### config.mk
export PLATFORM = sky130hd
export DESIGN_NAME = stream_fifo_arbiter
export DESIGN_NICKNAME = d
export VERILOG_FILES = /design/src/rtl/stream_fifo_arbiter.sv
export SDC_FILE = /design/constraint.sdc
export NUM_CORES = 1
export LEC_CHECK = 0
export CAP_MARGIN = 20
export CORE_MARGIN = 2
export CORE_UTILIZATION = 35
export DETAILED_ROUTE_END_ITERATION = 7
export PLACE_DENSITY = 0.8
export SYNTH_ARGS = -nofsm -noshare
export SYNTH_HDL_FRONTEND = slang
export SYNTH_SLANG_ARGS = --single-unit
### constraint.sdc
create_clock -name ap_clk -period 2.17 [get_ports ap_clk]
set_input_delay 0.217 -clock ap_clk [delete_from_list [all_inputs] [get_ports ap_clk]]
set_output_delay 0.217 -clock ap_clk [all_outputs]
set_load 0.05 [all_outputs]
### src/rtl/stream_fifo_arbiter.sv
// Round-robin burst scheduler sharing one FIFO input port between NUM_IN streams.
// A producer is granted a BURST-beat window only when the FIFO has room for all of it.
module stream_fifo_arbiter #(
  parameter int NUM_IN  = 4,
  parameter int WIDTH   = 8,
  parameter int DEPTH   = 512,
  parameter int CNT_W   = 10,
  parameter int BURST   = 16,
  parameter int TIMEOUT = 64
) (
  input  logic                    ap_clk,
  input  logic                    ap_rst_n,
  input  logic [NUM_IN*WIDTH-1:0] in_V_TDATA,
  input  logic [NUM_IN-1:0]       in_V_TVALID,
  output logic [NUM_IN-1:0]       in_V_TREADY,
  output logic [WIDTH-1:0]        out_V_TDATA,
  output logic                    out_V_TVALID,
  input  logic                    out_V_TREADY,
  input  logic [CNT_W-1:0]        fifo_count,
  output logic [NUM_IN-1:0]       grant,
  output logic                    busy,
  output logic                    early_release
);

  localparam int IDX_W  = $clog2(NUM_IN);
  localparam int BEAT_W = $clog2(BURST + 1);
  localparam int IDLE_W = $clog2(TIMEOUT + 1);

  localparam logic [CNT_W:0]      DEPTH_C    = (CNT_W+1)'(DEPTH);
  localparam logic [CNT_W:0]      BURST_C    = (CNT_W+1)'(BURST);
  localparam logic [BEAT_W-1:0]   LAST_BEAT  = BEAT_W'(BURST - 1);
  localparam logic [IDLE_W-1:0]   IDLE_LIMIT = IDLE_W'(TIMEOUT - 1);
  localparam logic [IDX_W-1:0]    LAST_INIT  = IDX_W'(NUM_IN - 1);
  localparam logic [NUM_IN-1:0]   ONE_HOT0   = NUM_IN'(1);

  typedef enum logic [1:0] {
    ST_ARB,
    ST_BURST,
    ST_GAP
  } state_t;

  state_t              state;
  state_t              state_nxt;
  logic [IDX_W-1:0]    g_idx;
  logic [IDX_W-1:0]    last;
  logic [IDX_W-1:0]    pick_idx;
  logic [IDX_W-1:0]    cand;
  logic                pick_found;
  logic [BEAT_W-1:0]   beat_cnt;
  logic [IDLE_W-1:0]   idle_cnt;
  logic [CNT_W:0]      free;
  logic [WIDTH-1:0]    sel_data;
  logic                start;
  logic                g_valid;
  logic                beat;
  logic                final_beat;
  logic                timeout;

  // Extra bit keeps the subtraction unsigned and wide enough to hold DEPTH itself.
  assign free       = DEPTH_C - {1'b0, fifo_count};
  assign start      = pick_found && (free >= BURST_C);
  assign g_valid    = in_V_TVALID[g_idx];
  assign beat       = (state == ST_BURST) && g_valid && out_V_TREADY;
  assign final_beat = beat && (beat_cnt == LAST_BEAT);
  assign timeout    = (state == ST_BURST) && !g_valid && (idle_cnt == IDLE_LIMIT);

  // Round-robin search starting just after the previous owner.
  always_comb begin
    pick_found = 1'b0;
    pick_idx   = '0;
    cand       = '0;
    for (int k = 1; k <= NUM_IN; k++) begin
      cand = IDX_W'((int'(last) + k) % NUM_IN);
      if (!pick_found && in_V_TVALID[cand]) begin
        pick_found = 1'b1;
        pick_idx   = cand;
      end
    end
  end

  always_comb begin
    sel_data = '0;
    for (int i = 0; i < NUM_IN; i++) begin
      if (g_idx == IDX_W'(i)) sel_data = in_V_TDATA[i*WIDTH +: WIDTH];
    end
  end

  // NOTE: sequential state uses non-blocking assignments so every register
  // samples pre-edge values regardless of process ordering.
  always_ff @(posedge ap_clk) begin
    if (!ap_rst_n) state <= ST_ARB;
    else           state <= state_nxt;
  end

  // NOTE: every output of a combinational process gets a default first so no
  // path through the case leaves it unassigned (which would infer a latch).
  always_comb begin
    state_nxt = state;
    case (state)
      ST_ARB:   if (start) state_nxt = ST_BURST;
      ST_BURST: if (final_beat || timeout) state_nxt = ST_GAP;
      ST_GAP:   state_nxt = ST_ARB;
      default:  state_nxt = ST_ARB;
    endcase
  end

  always_ff @(posedge ap_clk) begin
    if (!ap_rst_n) begin
      g_idx    <= '0;
      last     <= LAST_INIT;
      grant    <= '0;
      beat_cnt <= '0;
      idle_cnt <= '0;
    end else if (state == ST_ARB && start) begin
      g_idx    <= pick_idx;
      last     <= pick_idx;
      grant    <= ONE_HOT0 << pick_idx;
      beat_cnt <= '0;
      idle_cnt <= '0;
    end else if (state == ST_BURST) begin
      // Counters stop on the exit edge, so neither can wrap past its limit.
      if (final_beat || timeout) begin
        grant <= '0;
      end else if (beat) begin
        beat_cnt <= beat_cnt + BEAT_W'(1);
        idle_cnt <= '0;
      end else if (!g_valid) begin
        idle_cnt <= idle_cnt + IDLE_W'(1);
      end
    end
  end

  always_comb begin
    in_V_TREADY   = '0;
    out_V_TVALID  = 1'b0;
    out_V_TDATA   = '0;
    busy          = 1'b0;
    early_release = 1'b0;
    if (state == ST_BURST) begin
      in_V_TREADY[g_idx] = out_V_TREADY;
      out_V_TVALID       = g_valid;
      out_V_TDATA        = sel_data;
      busy               = 1'b1;
      // A completing beat takes priority over the watchdog.
      early_release      = timeout && !final_beat;
    end
  end

endmodule

==> impl_metrics.ini <==
[run_status]
outcome = completed

[timing]
fin_ws_ns = 0.179
setup_tns_ns = 0
maxSlewHeadroom_pct = 66.5
finClkSkew_ns = 0.00230
rsz0062_at_grt = false
tightest_slew_ns = 0.501
setup_violations = 0
fmax_ghz = 0.502
hold_viol = 0
drv_slew = 0
period_share_pct = 91.8
min_period_ns = 1.99

[route]
vias_per_cell = 5.40
first_pass_iters = 4
vias = 1555
final_antenna_net_count = 0
routed_wl_microns = 3820
post_drt_wl_per_cell_microns = 13.3
drc = 0
drt_iter0_markers = 42

[finish]
area_growth_pct = 57.4
drive_above_1_share_pct = 16.8
diodes = 0
multiInputGateArea_sq_um = 952
layout_common_cells = 52 x clkdlybuf4s50_1, 22 x dfxtp_1, 19 x buf_4, 16 x nand2_1, 12 x nor2_1
fin_util_pct = 57.1
nFillCells = 369
layout.nets = 292
final_common_cell = clkdlybuf4s50_1
seq_area_sq_um = 440

[logic_synthesis]
synth_edf_count = 0
yosys.area.top_type = dfxtp_1
syn_avg_cell_area_sq_um = 8.58
synthCells = 169
ys.flop_type = dfxtp_1
async_flop_share_pct = 0
yosysTopAreaCellShare_pct = 30.4
ys_warn_count = 0
netlist_area_sq_um = 1450
synth_cell_types = 43
synth.area.top_cells = dfxtp_1 30%, mux4_2 11%, and2_1 4.3%
ys_ff_latch = 22
syn_nets = 221
ys_seq_area_share_pct = 30.4

[global_routing]
grt.total_usage_pct = 17.5
antenna_found_initial = 0
grt_pass1_wl_microns = 6270
first_global_vias = 1476
grt_max_degree = 17
overflow = 0

[power]
clock_power_share_pct = 21.3
power.static_leakage_nw = 0.844
peakVddDrop_uv = 299
pwr-share-comb_pct = 40.8
powerDensity_nw_per_um2 = 507
sequentialPowerShare_pct = 37.9
intPower_w = 0.000771
switching_share_pct = 33.3
power_switching_w = 0.000386

[placed_design]
gp_congestion = 0.816
place_hpwl_microns = 3050
numPortBuffers = 67
place_ws_ns = 0.0627

[setup_path]
critPathLaunchType = flop
path_delay_family = multiplexers
critical_path_class = reg2out
path_buf_inv = 2
crit_chain = buf_4 -> mux4_1 -> and2_1 -> buf_4
crit_path_max_incr_delay_ns = 0.57
rrSetupSlack_ns = 0.20
end_kind = output port
required_ns = 1.95
cpMostUsedCell = buf_4
cpMaxStageDelayCell = mux4_1
arrival_ns = 1.77
path_max_fanout = 12

[clock_network]
cts_tree = done
cts_hold_buf = 0
cts_root_buf = clkbuf_8
cts_made_buffers = 3
path_clk_slew_ns = 0.07
clk_latency_ns = 0.26
clock_sinks = 22
clockBufferDepth = 2
htree_levels = 1

[floorplanning]
die_h_microns = 68.4
die_area_sq_um = 4670
core-area_sq_um = 4000
ios = 68
rows = 23
die_w_microns = 68.4
start_util_pct = 36.3

[worst_hold_path]
hp-class = reg2reg

[job]
cap_violations = 0
-- sequential cells by signal, summed over array words and instances (netlist names) --
register,cells
beat_cnt,5
g_idx,2
state,2
last,2
idle_cnt,7
grant,4
-- cell usage after synthesis (3+ instances only) --
master	number
dfxtp_1	22
nand2_1	16
nor2_1	14
a21oi_1	10
and2_1	10
nand4_1	8
mux4_2	7
nor3_1	7
and3_1	5
clkbuf_1	5
inv_1	5
nand3_1	5
o21ai_0	5
a31oi_1	3
buf_2	3
ha_1	3
nor4_1	3
o21ai_1	3
or3_1	3
-- final cells by class --
type / instances / area share (%)
repair buffers: 76 / 33.4
inverters: 5 / 0.987
well taps: 50 / 2.74
flip-flops and latches: 22 / 19.3
multi-input cells: 132 / 41.7
clock buffers: 3 / 1.81
-- power by group through the flow --
stage | clock network [W] | logic [W] | registers, W
after floorplan | 0 | 0.000263 | 0.000466
after global placement | 0 | 0.000465 | 0.000448
after detailed placement | 0 | 0.000473 | 0.000447
after CTS | 0.000247 | 0.000474 | 0.000439
after global routing | 0.000265 | 0.000512 | 0.000442
final | 0.000246 | 0.000472 | 0.000438
-- per-stage QoR --
step | instances | instance area [sq um] | hold WS, ns | total power (W)
2_1_floorplan | 169 | 1460 | 0.358 | 0.000729
4_1_cts | 288 | 2280 | 0.459 | 0.00116
5_1_grt | 288 | 2280 | 0.477 | 0.00122
3_3_place_gp | 285 | 2240 | 0.445 | 0.000912
3_5_place_dp | 285 | 2240 | 0.441 | 0.000920
6_report | 288 | 2280 | 0.454 | 0.00116
-- metal layers --
metal  track usage, %  up-vias  part of all wire (%)
li1                 -      772                     -
met1             19.0      716                    39
met2             34.2       64                    49
met3             3.62        3                    11
met4             4.00        0                  0.42
met5                0        -                     0
-- final timing paths --
path	cells after the start	start	end
worst min register to register	2	grant[3]$_SDFFE_PN0P_	grant[3]$_SDFFE_PN0P_
worst min-delay path	2	grant[3]$_SDFFE_PN0P_	grant[3]$_SDFFE_PN0P_
worst max register to register	8	beat_cnt[0]$_SDFFE_PP0P_	beat_cnt[3]$_SDFFE_PP0P_
worst max-delay path	4	g_idx[0]$_SDFFE_PN0P_	out_V_TDATA[0]
-- logic make-up (layout without fill, tap and decap cells) --
family          count (synthesis)  count (layout)  synth area share (%)
flops                          22              22                  30.4
simple gates                   83              83                  30.6
compound gates                 31              31                  13.3
buf+inv                        15              84                  4.66
fa+ha+maj                       3               3                  2.59
mux                            12              12                  16.7
xor+xnor                        3               3                  1.81
-- worst reg2reg max path, stage by stage (launching register included) --
cell	delay [ns]
dfxtp_1	0.34
ha_1	0.21
and3_1	0.18
ha_1	0.19
nor2b_1	0.24
and3_1	0.33
nand4_1	0.16
xor2_1	0.16
nor2_1	0.05
-- repair_timing --
item,4_1_cts,5_1_grt
gates resized for setup,0,1
setup buffers,0,0
setup endpoints to repair,0,2
Power figures use the tool's default switching activity.
